===== src/rtl/led_share_pkg.sv =====
// Shared types and constants for the LED sharing controller.
package led_share_pkg;

  localparam int unsigned MODE_W = 2;

  typedef logic [MODE_W-1:0] mode_t;

  localparam mode_t LED_OFF    = 2'd0;
  localparam mode_t LED_ON     = 2'd1;
  localparam mode_t LED_BLINK  = 2'd2;
  localparam mode_t LED_BREATH = 2'd3;

  typedef enum logic [0:0] {
    ST_IDLE,
    ST_ACTIVE
  } state_e;

endpackage


===== src/rtl/led_share_ctrl_if.sv =====
// Requester/LED bundle for led_share_ctrl: master drives requests, slave returns grant and LED.
interface led_share_ctrl_if #(
  parameter int unsigned NUM_REQ = 4
);
  import led_share_pkg::*;

  logic                      i_en;
  logic [NUM_REQ-1:0]        i_req;
  logic [MODE_W*NUM_REQ-1:0] i_mode;
  logic [NUM_REQ-1:0]        o_grant;
  logic                      o_busy;
  mode_t                     o_mode;
  logic                      o_led;

  modport master (
    output i_en, i_req, i_mode,
    input  o_grant, o_busy, o_mode, o_led
  );

  modport slave (
    input  i_en, i_req, i_mode,
    output o_grant, o_busy, o_mode, o_led
  );

endinterface


===== src/rtl/led_pattern_gen.sv =====
// Blink / breathe pattern generator for the granted requester.
// Define LED_GAMMA_EN to square the breath compare value (perceptual gamma).
module led_pattern_gen
  import led_share_pkg::*;
#(
  parameter int unsigned CNT_W   = 8,
  parameter int unsigned DUTY_W  = 21,
  parameter int unsigned BLINK_W = 24
) (
  input  logic  i_clk,
  input  logic  i_rst,
  input  logic  i_clear,
  input  mode_t i_mode,
  output logic  o_pat
);

  localparam logic [DUTY_W-1:0] DUTY_MAX = '1;

  logic [BLINK_W-1:0] r_blink;
  logic [CNT_W-1:0]   r_pwm;
  logic [DUTY_W-1:0]  r_duty;
  logic               r_up;

  logic               w_up;
  logic [CNT_W-1:0]   w_d;
  logic [CNT_W-1:0]   w_cmp;
  logic [2*CNT_W-1:0] w_sq;

  // Direction flips in the same cycle the ramp touches either end.
  always_comb begin
    w_up = r_up;
    if (r_duty == '0) begin
      w_up = 1'b1;
    end else if (r_duty == DUTY_MAX) begin
      w_up = 1'b0;
    end
  end

  always_ff @(posedge i_clk) begin
    if (i_rst || i_clear) begin
      r_blink <= '0;
      r_pwm   <= '0;
      r_duty  <= '0;
      r_up    <= 1'b1;
    end else begin
      r_blink <= r_blink + BLINK_W'(1);
      r_pwm   <= r_pwm + CNT_W'(1);
      r_duty  <= w_up ? r_duty + DUTY_W'(1) : r_duty - DUTY_W'(1);
      r_up    <= w_up;
    end
  end

  always_comb begin
    w_d  = r_duty[DUTY_W-1 -: CNT_W];
    w_sq = {{CNT_W{1'b0}}, w_d} * {{CNT_W{1'b0}}, w_d};
`ifdef LED_GAMMA_EN
    w_cmp = w_sq[2*CNT_W-1:CNT_W];
`else
    w_cmp = w_d;
`endif
  end

  always_comb begin
    o_pat = 1'b0;
    unique case (i_mode)
      LED_OFF:    o_pat = 1'b0;
      LED_ON:     o_pat = 1'b1;
      LED_BLINK:  o_pat = ~r_blink[BLINK_W-1];
      LED_BREATH: o_pat = (r_pwm < w_cmp);
      default:    o_pat = 1'b0;
    endcase
  end

endmodule


===== src/rtl/led_share_ctrl.sv =====
// Fixed-priority LED arbiter with minimum hold time; drives the granted requester's pattern.
// Optional LED_GAMMA_EN (in led_pattern_gen) gamma-corrects the breath ramp.
module led_share_ctrl
  import led_share_pkg::*;
#(
  parameter int unsigned NUM_REQ  = 4,
  parameter int unsigned CNT_W    = 8,
  parameter int unsigned DUTY_W   = 21,
  parameter int unsigned BLINK_W  = 24,
  parameter int unsigned HOLD_CYC = 65536
) (
  input logic             i_clk,
  input logic             i_rst,
  led_share_ctrl_if.slave bus
);

  localparam int unsigned IDX_W  = (NUM_REQ > 1) ? $clog2(NUM_REQ) : 1;
  localparam int unsigned HOLD_W = (HOLD_CYC > 1) ? $clog2(HOLD_CYC) : 1;
  localparam logic [HOLD_W-1:0] HOLD_LOAD = HOLD_W'(HOLD_CYC - 1);

  state_e              r_state, w_state_d;
  logic [IDX_W-1:0]    r_idx, w_idx_d;
  logic [HOLD_W-1:0]   r_hold, w_hold_d;
  logic                r_led, w_led_d;

  logic                w_any;
  logic [IDX_W-1:0]    w_low;
  logic                w_load;
  logic                w_clear;
  logic                w_pat;
  mode_t               w_mode;

  always_comb begin
    w_any = 1'b0;
    w_low = '0;
    for (int i = NUM_REQ - 1; i >= 0; i--) begin
      if (bus.i_req[i]) begin
        w_any = 1'b1;
        w_low = IDX_W'(i);
      end
    end
  end

  assign w_mode  = bus.i_mode[MODE_W*r_idx +: MODE_W];
  assign w_clear = w_load || (r_state == ST_IDLE);

  led_pattern_gen #(
    .CNT_W   (CNT_W),
    .DUTY_W  (DUTY_W),
    .BLINK_W (BLINK_W)
  ) u_pattern (
    .i_clk   (i_clk),
    .i_rst   (i_rst),
    .i_clear (w_clear),
    .i_mode  (w_mode),
    .o_pat   (w_pat)
  );

  always_ff @(posedge i_clk) begin
    if (i_rst) begin
      r_state <= ST_IDLE;
      r_idx   <= '0;
      r_hold  <= '0;
      r_led   <= 1'b0;
    end else begin
      r_state <= w_state_d;
      r_idx   <= w_idx_d;
      r_hold  <= w_hold_d;
      r_led   <= w_led_d;
    end
  end

  // Release wins over preemption; any grant change blanks the LED for one cycle.
  always_comb begin
    w_state_d = r_state;
    w_idx_d   = r_idx;
    w_hold_d  = r_hold;
    w_load    = 1'b0;
    unique case (r_state)
      ST_IDLE: begin
        if (bus.i_en && w_any) begin
          w_state_d = ST_ACTIVE;
          w_idx_d   = w_low;
          w_load    = 1'b1;
        end
      end
      ST_ACTIVE: begin
        if (!bus.i_en || !bus.i_req[r_idx]) begin
          w_state_d = ST_IDLE;
        end else if ((r_hold == '0) && (w_low < r_idx)) begin
          w_idx_d = w_low;
          w_load  = 1'b1;
        end else if (r_hold != '0) begin
          w_hold_d = r_hold - HOLD_W'(1);
        end
      end
      default: w_state_d = ST_IDLE;
    endcase
    if (w_load) begin
      w_hold_d = HOLD_LOAD;
    end
    w_led_d = (r_state == ST_ACTIVE) && (w_state_d == ST_ACTIVE) && !w_load && w_pat;
  end

  always_comb begin
    bus.o_grant = '0;
    bus.o_busy  = 1'b0;
    bus.o_mode  = LED_OFF;
    bus.o_led   = r_led;
    if (r_state == ST_ACTIVE) begin
      bus.o_grant[r_idx] = 1'b1;
      bus.o_busy         = 1'b1;
      bus.o_mode         = w_mode;
    end
  end

endmodule


===== src/flat_wrapper.sv =====
// flat-port wrapper written by rule: the top's interface ports become plain ports
module led_share_ctrl_flat import led_share_pkg::*;
#(
  parameter int unsigned NUM_REQ  = 4,
  parameter int unsigned CNT_W    = 8,
  parameter int unsigned DUTY_W   = 21,
  parameter int unsigned BLINK_W  = 24,
  parameter int unsigned HOLD_CYC = 65536
)
  (i_clk, i_rst, bus_i_en, bus_i_req, bus_i_mode, bus_o_grant, bus_o_busy, bus_o_mode, bus_o_led);
  led_share_ctrl_if #(.NUM_REQ(NUM_REQ)) bus_i ();
  input logic i_clk;
  input logic i_rst;
  input wire logic [$bits(bus_i.i_en)-1:0] bus_i_en;
  input wire logic [$bits(bus_i.i_req)-1:0] bus_i_req;
  input wire logic [$bits(bus_i.i_mode)-1:0] bus_i_mode;
  output wire logic [$bits(bus_i.o_grant)-1:0] bus_o_grant;
  output wire logic [$bits(bus_i.o_busy)-1:0] bus_o_busy;
  output wire logic [$bits(bus_i.o_mode)-1:0] bus_o_mode;
  output wire logic [$bits(bus_i.o_led)-1:0] bus_o_led;
  assign bus_i.i_en = bus_i_en;
  assign bus_i.i_req = bus_i_req;
  assign bus_i.i_mode = bus_i_mode;
  assign bus_o_grant = bus_i.o_grant;
  assign bus_o_busy = bus_i.o_busy;
  assign bus_o_mode = bus_i.o_mode;
  assign bus_o_led = bus_i.o_led;
  led_share_ctrl #(.NUM_REQ(NUM_REQ), .CNT_W(CNT_W), .DUTY_W(DUTY_W), .BLINK_W(BLINK_W), .HOLD_CYC(HOLD_CYC)) u_core (.i_clk(i_clk), .i_rst(i_rst), .bus(bus_i));
endmodule

===== config.mk =====
export PLATFORM = sky130hd
export DESIGN_NAME = led_share_ctrl_flat
export DESIGN_NICKNAME = d
export VERILOG_FILES = /design/src/rtl/led_share_pkg.sv /design/src/rtl/led_share_ctrl_if.sv /design/src/rtl/led_pattern_gen.sv /design/src/rtl/led_share_ctrl.sv /design/src/flat_wrapper.sv
export SDC_FILE = /design/constraint.sdc
export NUM_CORES = 1
export LEC_CHECK = 0
export ABC_AREA = 1
export ABC_CLOCK_PERIOD_IN_PS = 7340
export CORE_UTILIZATION = 55
export DETAILED_ROUTE_END_ITERATION = 6
export PLACE_DENSITY = 0.75
export SETUP_SLACK_MARGIN = 0.5
export SLEW_MARGIN = 5
export SYNTH_ARGS = -nofsm -noshare
export SYNTH_HDL_FRONTEND = slang
export SYNTH_SLANG_ARGS = --single-unit

===== constraint.sdc =====
create_clock -name i_clk -period 7.34 [get_ports i_clk]
set_input_delay 0.734 -clock i_clk [delete_from_list [all_inputs] [get_ports i_clk]]
set_output_delay 0.734 -clock i_clk [all_outputs]
set_load 0.02 [all_outputs]

==> out/qor.yml <==
status: "finished with violations"
violations: "DRC"
fillers: 811
yosys-top-cells-area: "dfxtp_1, nand2_1, nor2_1"
postSynthAreaPerCell_um2: 6.47
max_stage_delay_ns: 0.71
critPathArrivalTime_ns: 3.80
p_sw_mw: 0.332
place_congestion: 0.924
path_class: "flip-flop to flip-flop"
relSlewSlack_pct: 40.9
synth-seq-area-share_pct: 29.2
finalHoldViolCount: 0
grt_start_max_net_pins: 54
antenna_left: 0
startpoint_type: "flip-flop"
clkTransAtPathRegs_ns: 0.09
synth_area_leader_cell: "dfxtp_1"
crit_slowest_cell: "and2_1"
period_needed_ns: 3.53
boundaryPins: 23
gr-total-overflow: 0
powerDensity_nw_per_um2: 186
wl_met1_um: 5170
antenna_found_initial: 0
nNetsFinal: 851
holdCritPathClass: "flip-flop to flip-flop"
die-area_um2: 9600
worst_slew_pin_slew_ns: 0.887
critPathBufInv: 1
hpwl_um: 8490
synth_top_area_share_pct: 29.2
grt_pass1_vias: 4567
initial_core_util_pct: 57.5
synthTopCellsByCount: "nand2_1, nor2_1, inv_1"
core_area_um2: 8810
peakVddDrop_v: 0.000137
maxCapViolations: 0
postCtsSetupBuffers: 0
ys_warn_count: 0
num_rows: 34
cp-end-kind: "flip-flop"
rsz0062_at_grt: "false"
die_h_um: 98.0
synthCells: 783
dr_wl_met3_um: 485
syn-cell-area_um2: 5070
fin_crit_sh_pct: 48.1
p_leak_nw: 2.39
vias_per_cell: 5.33
cts_buffers: 9
path_common_cell: "nand2_1"
drive_gt1_share_pct: 5.07
setup_viol: 0
grt_pass1_wl_um: 19800
cts_tree: "done"
area_delta_synth_final_pct: 9.04
max_clock_freq_ghz: 0.283
dr_total_vias: 4891
routedWlPerCell_um: 12.3
drv_slew: 0
yosysMostFrequentCell: "nand2_1"
synth-edff-count: 0
tns_ns: 0
track_usage_pct: 24.9
yosysUniqueCellTypes: 34
finClkSkew_ns: 0.0115
crit_fanout: 21
switching_share_pct: 32.3
power_frac_seq_pct: 43.1
numPortBuffers: 22
final_util_pct: 62.7
combPwrFrac_pct: 24.0
crit_chain: "inv_1 > nor3_1 > nand2_1 > nand2_1 > and2_1 > fa_1 > nand2_1 > nand2_1 > o21ai_0 > o21ai_0 > nand4_1 > nand2_1 > nand2_1 > a21oi_1"
internal_power_mw: 0.695
drc: 1
worstPathRequired_ns: 7.61
cts_sinks: 74
cts_resized: 0
h-tree-depth: 3
cts_buffer_depth: 2
fp.dieW_um: 98.0
synth-async-reset-ratio_pct: 0
synth-seq-cells: 74
cts_hold_buf: 0
clk_latency_ns: 0.35
synth_nets: 830
synthFlopType: "dfxtp_1"
routed_wl_um: 11200
clkPwrFrac_pct: 32.9
diodes: 0
top_layer_used: "met4"
detail_route.iter0.violations: 204
crit_family: "simple AND/OR/NAND/NOR gates"
cts-root-buf: "clkbuf_8"
firstDrtPassIters: 7
wl_met2_um: 5460
## power by group through the flow
| stage | Clock, mW | Sequential [mW] | Combinational (mW) |
|---|---|---|---|
| 6_report | 0.338 | 0.442 | 0.247 |
| 4_1_cts | 0.347 | 0.442 | 0.246 |
| 5_1_grt | 0.364 | 0.445 | 0.284 |
| 3_3_place_gp | 0 | 0.450 | 0.240 |
| 3_5_place_dp | 0 | 0.451 | 0.244 |
| 2_1_floorplan | 0 | 0.446 | 0.205 |
## final timing paths
path,slack (ns),endpoint,from,depth (start not counted)
min,0.45,u_core.u_pattern.r_blink[0],u_core.u_pattern.r_blink[0],1
max,3.81,u_core.u_pattern.r_duty[14],u_core.u_pattern.r_duty[0],14
max reg2reg,3.81,u_core.u_pattern.r_duty[14],u_core.u_pattern.r_duty[0],14
min reg2reg,0.45,u_core.u_pattern.r_blink[0],u_core.u_pattern.r_blink[0],1
## cell usage in the layout (no fill, tap or decap), types with 2 or more instances in the layout
master | Yosys | layout
and2_1 | 2 | 2
nand2_2 | 3 | 3
nand3_1 | 37 | 37
clkdlybuf4s50_1 | 0 | 22
xnor2_1 | 13 | 13
nand2_1 | 208 | 208
a21o_1 | 5 | 5
or2_2 | 7 | 7
nor3_2 | 3 | 3
dfxtp_1 | 74 | 74
o21a_1 | 2 | 2
inv_1 | 97 | 97
inv_2 | 3 | 3
clkbuf_8 | 0 | 11
nor2_1 | 117 | 117
nand3b_1 | 3 | 3
o21ai_0 | 22 | 22
inv_6 | 0 | 2
a21oi_1 | 63 | 63
nor2_2 | 4 | 4
nand4_1 | 24 | 24
ha_1 | 31 | 31
and3_1 | 2 | 2
nor3_1 | 19 | 19
nor4_1 | 3 | 3
xor2_1 | 21 | 21
## through the flow
step / setup WS [ns] / power (mW) / hold slack [ns] / area, um2 / std cells
floorplan: 4.71 / 0.651 / 0.411 / 5070 / 783
global placement: 4.01 / 0.690 / 0.424 / 5310 / 901
detailed placement: 3.94 / 0.695 / 0.440 / 5310 / 901
CTS: 3.93 / 1.03 / 0.456 / 5520 / 917
global route: 3.58 / 1.09 / 0.482 / 5520 / 917
finish: 3.81 / 1.03 / 0.454 / 5520 / 917
## routing by layer
layer | track usage [%] | vias to the layer above
met5 | 0 | -
met4 | 7.34 | 0
met3 | 4.29 | 14
met2 | 44.1 | 104
met1 | 30.7 | 2216
li1 | - | 2557
## worst reg2reg max path: stages, from the launching register on
cell and delay (ns):
dfxtp_1 0.45, inv_1 0.08, nor3_1 0.22, nand2_1 0.09
nand2_1 0.08, and2_1 0.71, fa_1 0.41, nand2_1 0.10
nand2_1 0.07, o21ai_0 0.15, o21ai_0 0.56, nand4_1 0.26
nand2_1 0.12, nand2_1 0.05, a21oi_1 0.11
## cells by family (layout without fill, tap and decap cells)
family / Yosys count / after routing / synth area share (%)
flops: 74 / 74 / 29.2
xor+xnor: 34 / 34 / 5.88
fa+ha+maj: 32 / 32 / 8.05
buf+inv: 112 / 138 / 9.56
simple gates: 435 / 435 / 37.0
compound gates: 96 / 96 / 10.3
## cell type report
| cell class | count | area [um2] | area share, % |
|---|---|---|---|
| clock buffers | 11 | 151 | 2.74 |
| clock inverters | 5 | 60.1 | 1.09 |
| inverters | 100 | 375 | 6.80 |
| multi-input cells | 597 | 3100 | 56.1 |
| flip-flops and latches | 74 | 1480 | 26.8 |
| well taps | 108 | 135 | 2.45 |
| repair buffers | 22 | 220 | 3.99 |
## sequential cells by signal (all words and copies together) (netlist names)
register and count:
u_core.u_pattern.r_blink 24, u_core.u_pattern.r_duty 21, u_core.r_hold 16, u_core.u_pattern.r_pwm 8
u_core.r_idx 2, u_core.bus.o_led 1, u_core.r_state 1, u_core.u_pattern.r_up 1
(Power assumes the default switching activity.)
